### config.mk
export PLATFORM = sky130hd
export DESIGN_NAME = pcselect
export DESIGN_NICKNAME = d
export VERILOG_FILES = /design/src/rtl/pcselect.sv
export SDC_FILE = /design/constraint.sdc
export NUM_CORES = 1
export LEC_CHECK = 0
export BUFFER_PORTS_ARGS = -buffer_cell sky130_fd_sc_hd__buf_2
export CAP_MARGIN = 20
export CORE_ASPECT_RATIO = 1.4
export CORE_MARGIN = 2
export CORE_UTILIZATION = 50
export CTS_BUF_LIST = sky130_fd_sc_hd__clkbuf_2
export CTS_CLUSTER_DIAMETER = 200
export DETAILED_ROUTE_END_ITERATION = 10
export GPL_TIMING_DRIVEN = 0
export PLACE_DENSITY = 0.89
export SKIP_LAST_GASP = 1
export SYNTH_ARGS = -nofsm -noshare
export SYNTH_HDL_FRONTEND = slang
export SYNTH_SLANG_ARGS = --single-unit
### constraint.sdc
create_clock -name clk -period 1.9 [get_ports clk]
set_input_delay 0.38 -clock clk [delete_from_list [all_inputs] [get_ports clk]]
set_output_delay 0.38 -clock clk [all_outputs]
set_load 0.01 [all_outputs]
### src/rtl/pcselect.sv
// pcselect: next-PC stage feeding instruction fetch; holds the fetch PC and
// selects redirect / buffered redirect / hold / predicted PC each cycle.
//   clk            core clock, rising edge
//   reset          asynchronous active-low reset
//   predPC         predicted next PC from fetch (sequential +4 or taken target)
//   imem_wait      fetch request outstanding; pc must stay stable
//   stall          hazard-unit stall of fetch
//   redirect_valid execute-stage correction this cycle
//   redirect_pc    corrected target
//   pc             registered fetch PC
//   squashF        instruction fetched at pc is wrong-path
//   redirect_cnt   redirect cycles counted (PCSEL_PERF_EN), else 0
//   wait_cnt       imem_wait cycles counted (PCSEL_PERF_EN), else 0
// Optional feature macro: PCSEL_PERF_EN enables the two performance counters.
module pcselect #(
    parameter logic [63:0] RESET_PC = 64'h8000_0000
) (
    input  logic        clk,
    input  logic        reset,
    input  logic [63:0] predPC,
    input  logic        imem_wait,
    input  logic        stall,
    input  logic        redirect_valid,
    input  logic [63:0] redirect_pc,
    output logic [63:0] pc,
    output logic        squashF,
    output logic [31:0] redirect_cnt,
    output logic [31:0] wait_cnt
);
    typedef enum logic {IDLE, PENDING} state_t;

    state_t      r_state, w_state_nxt;
    logic [63:0] r_pc, w_pc_nxt;
    logic [63:0] r_pending_pc, w_pending_nxt;

    always_ff @(posedge clk or negedge reset) begin
        if (!reset) begin
            r_state      <= IDLE;
            r_pc         <= RESET_PC;
            r_pending_pc <= '0;
        end else begin
            r_state      <= w_state_nxt;
            r_pc         <= w_pc_nxt;
            r_pending_pc <= w_pending_nxt;
        end
    end

    // A buffered redirect is consumed on the first non-wait cycle regardless
    // of stall, since younger stages were already flushed when it arrived.
    always_comb begin
        w_state_nxt   = r_state;
        w_pc_nxt      = r_pc;
        w_pending_nxt = r_pending_pc;
        if (imem_wait) begin
            if (redirect_valid) begin
                w_pending_nxt = redirect_pc;
                w_state_nxt   = PENDING;
            end
        end else if (redirect_valid) begin
            w_pc_nxt    = redirect_pc;
            w_state_nxt = IDLE;
        end else if (r_state == PENDING) begin
            w_pc_nxt    = r_pending_pc;
            w_state_nxt = IDLE;
        end else if (!stall) begin
            w_pc_nxt = predPC;
        end
    end

    assign pc      = r_pc;
    assign squashF = redirect_valid | (r_state == PENDING);

`ifdef PCSEL_PERF_EN
    logic [31:0] r_redirect_cnt, r_wait_cnt;

    always_ff @(posedge clk or negedge reset) begin
        if (!reset) begin
            r_redirect_cnt <= '0;
            r_wait_cnt     <= '0;
        end else begin
            r_redirect_cnt <= r_redirect_cnt + {31'd0, redirect_valid};
            r_wait_cnt     <= r_wait_cnt + {31'd0, imem_wait};
        end
    end

    assign redirect_cnt = r_redirect_cnt;
    assign wait_cnt     = r_wait_cnt;
`else
    assign redirect_cnt = '0;
    assign wait_cnt     = '0;
`endif
endmodule

==> flow_summary.toml <==
[layout]
mostFrequentLayoutCells = "buf_2 (203), dfrtp_1 (128), buf_4 (73), mux2_2 (73), o21ai_0 (68)"
finalCoreUtilization_pct = 68.5
drive_above_1_share_pct = 49.6
final_net_count = 1040
final.fill_count = 1012
mostFrequentLayoutCell = "buf_2"
layout_overhead_on_the_synthesized_area_pct = 34.6
final_area_um2 = 9480
instances_no_fill = 1107

[setup_path]
timing.critical_path.slowest_stage_cell = "dfrtp_1"
path_cells = "or2_4 -> buf_6"
critPathMaxStageDelay_ns = 0.45
timing.critical_path.required_ns = 1.52
worst_setup_path_start_kind = "flip-flop"
kind_of_critical_path = "flip-flop to primary output"
worst-endpoint-arrival_ns = 1.49
crit_path_max_fanout = 3
timing.critical_path.max_delay_family = "flip-flops"
cp-end-kind = "primary output"
cp.buffers_inverters = 1

[yosys]
avgSynthCellArea_um2 = 12.6
synth_top_area_share_pct = 45.5
syn-instance-count = 561
ys_seq_elements = 129
post_synthesis_sequential_area_ratio_pct = 45.8
post-synth-top-area-cell = "dfrtp_1"
synthDistinctLibCells = 21
syn_area_um2 = 7050
synth_area_leaders = "dfrtp_1 (45%), mux2_2 (12%), mux2_4 (10%)"
count_of_yosys_warnings_during_synthesis = 0

[global_routing]
global_route_overflow = 0
via_count_of_the_first_global_routing_pass = 6022
global_route_wire_length_before_repair_um = 30100
grt.total_usage_pct = 25.6
globalRouteMet1Util_pct = 26.5
largest_net_degree_at_the_start_of_global_routing = 82
grt_antenna_before_repair = 2
use_met2_pct = 47.9
grt_use_met3_pct = 6.62
grt_most_used_layer = "met2"

[timing]
report.final.hold_viol_count = 0
finalWorstPathRequiredPeriod_ns = 1.87
final_max_slew_viol_count = 0
timing.final.ws_setup_ns = 0.0266
worst_clock_skew_ns = 0.0369
max_freq_ghz = 0.534
final_min_period_over_clock_period_pct = 98.6
hold_slack_ns = 0.0845
setup_viol_count_final = 0
rsz0062_at_grt = "yes"

[placement]
number_of_placed_instances_taps_included = 1006
place.gp.congestion = 0.792
io_port_bufs = 196
hpwl_um = 12400
pre_cts_slack_ns = 0.318
dpl_cell_area_um2 = 8530

[outcome]
outcome = "finished, final reports clean"

[detailed_routing]
antenna_violating_nets_post_route = 0
vias_per_cell = 5.08
wire_per_inst_um = 17.2
first_iteration_detailed_routing_drc_count = 185
remaining_drc_errors = 0
via_count = 5624
wirelength_um = 19100
drtPass1Iterations = 6

[floorplanning]
fp.coreArea_um2 = 13800
die_area_um2 = 15100
num_io_pins = 262
placement_rows = 51
die_width_um = 104
effective_utilization_at_floorplan_pct = 50.9
die_height_um = 144

[cts]
cts.htree.levels = 4
clkSlewWorstSetupHoldPaths_ns = 0.23
numCtsBuffers = 17
cts_root_buffer = "clkbuf_2"
cts_num_sinks = 129
latest_clock_arrival_within_the_worst_skew_pair_ns = 0.68
max-clock-path-buffers = 2
cts_tree = "built"

[power_and_ir_drop]
p_leak_nw = 4.82
power_density_nw_per_um2 = 763
worst_ir_drop_vdd_v = 0.000574

[flow_run]
cap_viol_max_count = 0

[hold_path]
hp-class = "input pin to flip-flop"
registers in the layout (all words and copies together) (netlist names):
name / cells
pc: 64
r_pending_pc: 64
r_state: 1
repair_timing:
action,CTS,global route
setup buffers,3,1
hold buffers,65,0
hold endpoints to repair,176,0
endpoints found under the setup margin,1,44
pin swaps,1,0
resized for setup,4,1
layout make-up:
cell class / count / area [um2] / area share (%)
clock inverter: 13 / 186 / 1.97
buffer: 104 / 838 / 8.84
multi-input combinational: 389 / 3190 / 33.7
sequential: 129 / 3230 / 34.1
antenna: 2 / 5.00 / 0.0528
clock buffer: 19 / 95.1 / 1.00
timing repair buffer: 266 / 1710 / 18.0
tap: 185 / 231 / 2.44
worst reg2reg max path, stage by stage, from the launching register on:
cell and delay, ns:
dfrtp_1 0.43, buf_4 0.26, buf_6 0.23, buf_12 0.17, mux2_4 0.32, mux2i_1 0.17, o21ai_1 0.11
layer usage:
metal,vias to the layer above,part of all wire (%)
li1,2562,-
met1,2719,36
met2,283,54
met3,60,6.3
met4,0,4.1
met5,-,0
power by group:
group	leakage (nW)	switching, mW	internal, mW
clock	0.158	1.07	0.877
sequential	1.55	0.225	3.15
combinational	3.11	0.871	1.04
total	4.82	2.17	5.07
synth_stat cells:
master,number
nor3b_2,1
conb_1,1
mux2_2,73
nand2_4,1
and2_1,1
or2_1,1
mux2_1,6
buf_12,4
buf_8,1
mux2i_1,64
buf_6,15
dfrtp_1,128
clkbuf_4,1
clkbuf_1,6
o21ai_0,68
o21ai_1,60
buf_2,9
or2_2,1
mux2_4,49
dfstp_2,1
buf_4,70
metrics by stage:
| step | TNS (ns) | total power, mW |
|---|---|---|
| after floorplan | 0 | 4.52 |
| after global placement | -171.43 | 5.10 |
| after detailed placement | 0 | 5.19 |
| after CTS | -0.162 | 7.26 |
| after global routing | -0.0744 | 7.60 |
| final | 0 | 7.23 |
path summary, 6_finish.rpt:
| kind | startpoint | endpoint | slack, ns | cells past startpoint |
|---|---|---|---|---|
| hold reg to reg | pc[31] | pc[31] | 0.50 | 2 |
| min in group asynchronous | reset | r_pending_pc[17] | 0.18 | 2 |
| setup reg to reg | r_state | pc[4] | 0.07 | 6 |
| setup / recovery | r_state | squashF | 0.03 | 2 |
| hold / removal | predPC[18] | pc[18] | 0.08 | 4 |
| max in group asynchronous | reset | pc[31] | 0.88 | 3 |
logic make-up after synthesis:
group,after synthesis,synth area share [%]
AOI/OAI and AO/OA,128,9.09
buffers and inverters,106,12.3
DFF,129,45.8
muxes,192,32.2
other,1,0.0532
and+or+nand+nor,5,0.604
No activity file was read; power rests on OpenSTA's default activity.
